### config.mk
export PLATFORM = sky130hd
export DESIGN_NAME = cdb_arbiter
export DESIGN_NICKNAME = d
export VERILOG_FILES = /design/src/rtl/cdb_arbiter.sv
export SDC_FILE = /design/constraint.sdc
export NUM_CORES = 1
export LEC_CHECK = 0
export BUFFER_PORTS_ARGS = -buffer_cell sky130_fd_sc_hd__buf_2
export CORE_ASPECT_RATIO = 2
export CORE_MARGIN = 2
export CORE_UTILIZATION = 50
export DETAILED_ROUTE_END_ITERATION = 16
export PLACE_DENSITY_LB_ADDON = 0.3
export SYNTH_ARGS = -nofsm -noshare
export SYNTH_HDL_FRONTEND = slang
export SYNTH_SLANG_ARGS = --single-unit
### constraint.sdc
create_clock -name clk -period 18.9 [get_ports clk]
set_clock_uncertainty 0.1 [all_clocks]
set_input_delay 3.78 -clock clk [delete_from_list [all_inputs] [get_ports clk]]
set_output_delay 3.78 -clock clk [all_outputs]
set_load 0.05 [all_outputs]
### src/rtl/cdb_arbiter.sv
// Common data bus arbiter: per-source result FIFOs feeding one
// registered round-robin broadcast per cycle.
package cdb_pkg;
  typedef struct packed {
    logic [4:0]  reg_id;
    logic [31:0] data;
  } cmd_buf_t;
endpackage

module cdb_arbiter
  import cdb_pkg::*;
#(
  parameter int DEPTH = 4,
  parameter int NSRC  = 5
) (
  input  logic        clk,
  input  logic        reset,
  input  logic [36:0] cmd_buf_alu,
  input  logic [36:0] cmd_buf_ld_str,
  input  logic [36:0] cmd_buf_mul,
  input  logic [36:0] cmd_buf_div,
  input  logic [36:0] cmd_buf_cmp,
  input  logic        cdb_ready,
  input  logic        flush,
  output logic [36:0] cdb_o,
  output logic [4:0]  src_full_o,
  output logic        overflow_o,
  output logic        busy_o
);

  localparam int AW = $clog2(DEPTH);
  localparam int SW = $clog2(NSRC);
  localparam logic [AW:0] FULL = (AW+1)'(DEPTH);

  cmd_buf_t        in_c [NSRC];
  cmd_buf_t        mem [NSRC][DEPTH];
  logic [AW-1:0]   wr_ptr [NSRC];
  logic [AW-1:0]   rd_ptr [NSRC];
  logic [AW:0]     cnt [NSRC];
  logic [NSRC-1:0] in_vld;
  logic [NSRC-1:0] nonempty;
  logic [NSRC-1:0] push;
  logic [NSRC-1:0] pop;
  logic [NSRC-1:0] drop;
  logic [SW-1:0]   rr_ptr;
  logic [SW-1:0]   gnt_idx;
  logic            gnt_vld;
  logic            arb_en;
  cmd_buf_t        cdb_q;

  // (a + k) mod NSRC, valid for a, k < NSRC
  function automatic logic [SW-1:0] wrap_add(
    input logic [SW-1:0] a,
    input int            k
  );
    int s;
    s = int'(a) + k;
    if (s >= NSRC) s = s - NSRC;
    return SW'(s);
  endfunction

  assign in_c[0] = cmd_buf_t'(cmd_buf_alu);
  assign in_c[1] = cmd_buf_t'(cmd_buf_ld_str);
  assign in_c[2] = cmd_buf_t'(cmd_buf_mul);
  assign in_c[3] = cmd_buf_t'(cmd_buf_div);
  assign in_c[4] = cmd_buf_t'(cmd_buf_cmp);

  always_comb begin
    in_vld     = '0;
    nonempty   = '0;
    src_full_o = '0;
    for (int i = 0; i < NSRC; i++) begin
      in_vld[i]     = in_c[i].reg_id != '0;
      nonempty[i]   = cnt[i] != '0;
      src_full_o[i] = cnt[i] == FULL;
    end
  end

  always_comb begin
    arb_en  = cdb_ready && !flush;
    gnt_vld = 1'b0;
    gnt_idx = '0;
    for (int k = 0; k < NSRC; k++) begin
      if (!gnt_vld && nonempty[wrap_add(rr_ptr, k)]) begin
        gnt_vld = 1'b1;
        gnt_idx = wrap_add(rr_ptr, k);
      end
    end
  end

  // A pop frees the slot in the same cycle, so a full FIFO still accepts
  always_comb begin
    pop  = '0;
    push = '0;
    drop = '0;
    for (int i = 0; i < NSRC; i++) begin
      pop[i]  = arb_en && gnt_vld && (gnt_idx == SW'(i));
      push[i] = in_vld[i] && !flush &&
                (!src_full_o[i] || pop[i]);
      drop[i] = in_vld[i] && !flush &&
                src_full_o[i] && !pop[i];
    end
  end

  always_ff @(posedge clk) begin
    for (int i = 0; i < NSRC; i++) begin
      if (push[i]) mem[i][wr_ptr[i]] <= in_c[i];
    end
  end

  always_ff @(posedge clk or negedge reset) begin
    if (!reset) begin
      for (int i = 0; i < NSRC; i++) begin
        wr_ptr[i] <= '0;
        rd_ptr[i] <= '0;
        cnt[i]    <= '0;
      end
      rr_ptr     <= '0;
      cdb_q      <= '0;
      overflow_o <= 1'b0;
    end else if (flush) begin
      for (int i = 0; i < NSRC; i++) begin
        wr_ptr[i] <= '0;
        rd_ptr[i] <= '0;
        cnt[i]    <= '0;
      end
      rr_ptr <= '0;
      cdb_q  <= '0;
    end else begin
      for (int i = 0; i < NSRC; i++) begin
        if (push[i]) wr_ptr[i] <= wr_ptr[i] + 1'b1;
        if (pop[i])  rd_ptr[i] <= rd_ptr[i] + 1'b1;
        unique case ({push[i], pop[i]})
          2'b10:   cnt[i] <= cnt[i] + 1'b1;
          2'b01:   cnt[i] <= cnt[i] - 1'b1;
          default: cnt[i] <= cnt[i];
        endcase
      end
      if (arb_en && gnt_vld) begin
        cdb_q  <= mem[gnt_idx][rd_ptr[gnt_idx]];
        rr_ptr <= wrap_add(gnt_idx, 1);
      end else begin
        cdb_q <= '0;
      end
      if (|drop) overflow_o <= 1'b1;
    end
  end

  assign cdb_o  = cdb_q;
  assign busy_o = (|nonempty) || (cdb_q.reg_id != '0);

endmodule
Word-level counts from Yosys, hierarchy flattened
Memories as Yosys holds them, arrays and structs flattened.
Index checks and enable logic that the tools add are counted.

cells by class
  reductions and logical operators = 88
  add/subtract/negate cells = 31
  bitwise gates (word level) = 8
  muxes and demuxes = 74
  order comparisons = 23
  equal/unequal tests = 19

operators with widths
  cell                   number
  $mux W148              5
  $demux W37 S2          5
  $mux W37               9
  $bmux W37 S2           1
  $mux W3                13
  $logic_and A1 B1 Y1    36
  $pmux W3 S2            5
  $reduce_bool A3 Y1     10
  $reduce_bool A5 Y1     6
  $mux W2                12
  $reduce_bool A2 Y1     11
  $ge A3 B3 Y1 const B   7
  $add A2 B1 Y2 const B  10
  $ge A4 B3 Y1 const B   5
  $lt A3 B4 Y1 const B   5
  $mux W10               2
  $eq A3 B3 Y1 const B   6
  $not A2 Y3             6
  $sub A3 B3 Y3 const B  6
  $add A3 B1 Y3 const B  5
  $bmux W1 S3            5
  $logic_not A1 Y1       15
  $lt A3 B1 Y1 const B   5
  $mux W1                15
  other kinds (17)       38

storage, ports and cells
  output and inout bits = 44
  bits in registers = 76
  memories kept = 1
  bits in writable memories = 740

memory list
  memory  words  width  rd ports  clocked after Yosys merged registers in  wr ports  RTL line  source
  mem     5      148    1         0                                        5         36        cmd_buf_t mem [NSRC][DEPTH];

Depth between registers and ports, before layout
  depth in word-level cells = 27
  gate-level depth with buffers = 23
  gate-level depth less buffers = 20

Worst setup path before layout
No wires, ideal clock.

  path type = input-to-reg
  from = in cdb_ready
  to = mem mem[1][0] (netlist name) (enable)
  path slack = 12.295 ns
  cell stages on the path = 7
  arrival time = 6.107 ns
  cells stage by stage = o41ai_1 nor2_1 nand2_1 nor3_1 nor2_1 nor2_1 and2_1

RTL lines
  element          RTL line  source
  start, declared  23        input logic cdb_ready,
  end, declared    36

Worst setup path after layout
  from = reg rr_ptr[0]
  to = reg cdb_q (netlist bit cdb_o[16])

on the way
  longest elaborated chain between the ends = 27
  elaborated cells between the ends (all ways) = 59
  those cells by class = add/sub (9); order compare (5); mux (33); bitwise (2); reduce/logical (9); memory (1)

ends and longest elaborated chain
  element                                                 RTL line  source
  start, declared                                         45        logic [SW-1:0] rr_ptr;
  start signal, assigned                                  141       rr_ptr <= wrap_add(gnt_idx, 1);
  branches (longest 25 deep; another with $add A3 B1 Y4)  --
  $mux W37 *                                              139       if (arb_en && gnt_vld) begin
  $mux W37 *                                              121       end else if (flush) begin
  end signal, assigned                                    140       cdb_q <= mem[gnt_idx][rd_ptr[gnt_idx]];
  end, declared                                           49        cmd_buf_t cdb_q;

Every way passes the cells marked *. The select of a mux whose other input is x is not followed.
A chain may end at the register's enable or synchronous reset.

==> metrics.txt <==
worst slew pin tran=1.17 ns; largest net degree at the start of global routing=146; Synth Flop Type=edfxtp_1; Initial Util=0.505; Setup Fix Bufs, Post-CTS=0; endpoints failing setup=0; flops & latches, synth=816; RSZ-0062 raised after global routing=no; Buffers on Ports=232; Critical Path End Type=flip-flop; post-DR vias/cell=6.33; Worst-Skew Late Latency=0.64 ns; commonest non-fill, non-tap cell in the layout=edfxtp_1; setup_tns=0 ns; CTS tree=built; Slew Limit Fails=0; max cap viols=0; Root Driver=clkbuf_16; clock-pin slew on the worst setup and hold paths=0.07 ns; Final period util=0.461; Final min period=8.72 ns; hold wc startpoint=overflow_o$_DFFE_PN0P_; clk buf depth=3; vias in the first global route=22.5k; number of synthesized flops with an enable pin=740; Final nets=2756; GPL Wtd Cong=0.850; Avg Inst Size Synth=14.3 sq um; post-synthesis sequential area ratio=0.727; layout cells sized above 1=0.177; # DRC=0; routed vias=22.0k; multi-input logic area=0.00843 sq mm; Syn Inst Count=2318; Worst EP required=19.29 ns; detailed placement HPWL=61600 um; Core Rows=133; Startpoint Class=flip-flop; distinct cell type count after synthesis=79; Die Wd=186 um; htree depth=3; CTS resizes=0; CP Class=flip-flop to flip-flop; hold crit path type=flip-flop to flip-flop; core footprint=0.0657 sq mm; Cell Count Post-Placement=3338; DR WL/cell=29.7 um; gr usage total=0.303; Slew Limit Headroom=0.222; Final Hold Viols=0; post-synth top area share=0.669; fill count=5265; most frequent cells in the layout=edfxtp_1 (740), nand2_1 (415), buf_2 (231); CTS Buf Count=69; initial DRC count=2514; arrival time worst endpoint=9.12 ns; Die ar.=0.0686 sq mm; crit-path max FO=70; f_max=0.115 GHz; DRT antenna net count=0; drt total wl=103000 um; drt pass-1 iters=6; top post-synthesis cells by area=edfxtp_1 (67%), dfrtp_1 (5.7%), nand2_1 (4.7%); Boundary Pins=233; CTS hold repair buffers=0; syn nets=2542; worst r2r src=rr_ptr[0]$_DFFE_PN0P_; FFs w/ async S/R, synth=0.0931; first-pass GRT wire length=147000 um; final instance count without filler cells=3475; clk sink count=816; Crit. Startpoint=rr_ptr[0]$_DFFE_PN0P_; GR Overflow Total=0; Layout area overhead=13.1%; initial antenna violation count=24; Yosys top cell by area=edfxtp_1; status=finished clean; mapped cell area=0.0332 sq mm; FF/Latch Area=0.0241 sq mm; Synth warnings=0; die height=368 um
per-layer routing:
metal / vias up / part of all wire / global-route usage
met5: - / 0.0017 / 0
met4: 28 / 0.052 / 0.161
met3: 338 / 0.094 / 0.0652
met2: 1289 / 0.50 / 0.511
met1: 11000 / 0.35 / 0.360
li1: 9302 / - / -
area by class of cell:
class	instances	area share
inverter	32	0.00320
sequential	816	0.642
clock inverter	29	0.00873
tap	877	0.0292
timing repair buffer	282	0.0413
antenna	9	0.000600
clock buffer	99	0.0500
multi-input combinational	1331	0.225
through the flow:
step	instance area, sq um	worst slack [ns]	utilization	hold WS [ns]
after global placement	35300	10.57	0.537	0.379
after CTS	37500	10.37	0.571	0.391
after detailed placement	35300	10.39	0.537	0.376
final	37600	10.18	0.571	0.390
after global routing	37500	9.76	0.571	0.436
after floorplan	33200	12.30	-	0.398
synthesized netlist by cell type, drive strengths merged, types with 29 or more instances:
library cell  count
a21oi            68
buf              58
mux2i           107
nor2             65
edfxtp          740
inv              32
o21ai            39
dfrtp            76
a221oi           46
clkbuf           81
nand3           155
ha               29
a31oi            51
o2111ai          47
nand2           416
worst max-delay path: stages (launching register included):
cell	delay [ns]
dfrtp_1	0.63
inv_2	0.34
ha_1	0.21
inv_1	0.05
fa_1	0.48
nor3_1	0.47
nor2_1	0.14
o2111ai_1	0.34
o2111ai_2	0.26
or4_4	0.63
nor2_1	0.50
nor4_4	0.05
buf_4	0.26
a222oi_1	0.38
buf_4	0.65
buf_4	0.71
buf_4	0.86
buf_4	0.64
mux2_2	0.40
a21oi_1	0.21
o41ai_2	0.09
worst paths after layout:
check | to | slack, ns | cells after the start
min reg2reg | overflow_o$_DFFE_PN0P_ | 0.39 | 2
max reg2reg | cdb_o[16]$_DFF_PN0_ | 10.18 | 20
max | cdb_o[16]$_DFF_PN0_ | 10.18 | 20
max in group asynchronous | wr_ptr[2]$_DFFE_PN0P_ | 14.36 | 2
min | overflow_o$_DFFE_PN0P_ | 0.39 | 2
min in group asynchronous | cdb_o[0]$_DFF_PN0_ | 3.04 | 1
cells by family (layout without fill, tap and decap cells):
| family | count (synthesis) | after routing | synth area share |
|---|---|---|---|
| buf+inv | 171 | 442 | 0.0228 |
| compound gates | 393 | 393 | 0.0893 |
| other cells | 0 | 9 | 0 |
| simple gates | 753 | 753 | 0.101 |
| fa+ha+maj | 35 | 35 | 0.0145 |
| flops | 816 | 816 | 0.727 |
| xor+xnor | 19 | 19 | 0.00501 |
| mux | 131 | 131 | 0.0411 |
sequential cells by signal, indices dropped and copies added (netlist names):
| signal | cells |
|---|---|
| mem | 740 |
| cdb_o | 37 |
| cnt | 15 |
| rd_ptr | 10 |
| wr_ptr | 10 |
| rr_ptr | 3 |
| overflow_o | 1 |
Power is not shown: default switching activity piles up to over one toggle a cycle in this logic, so the estimate is an artifact.
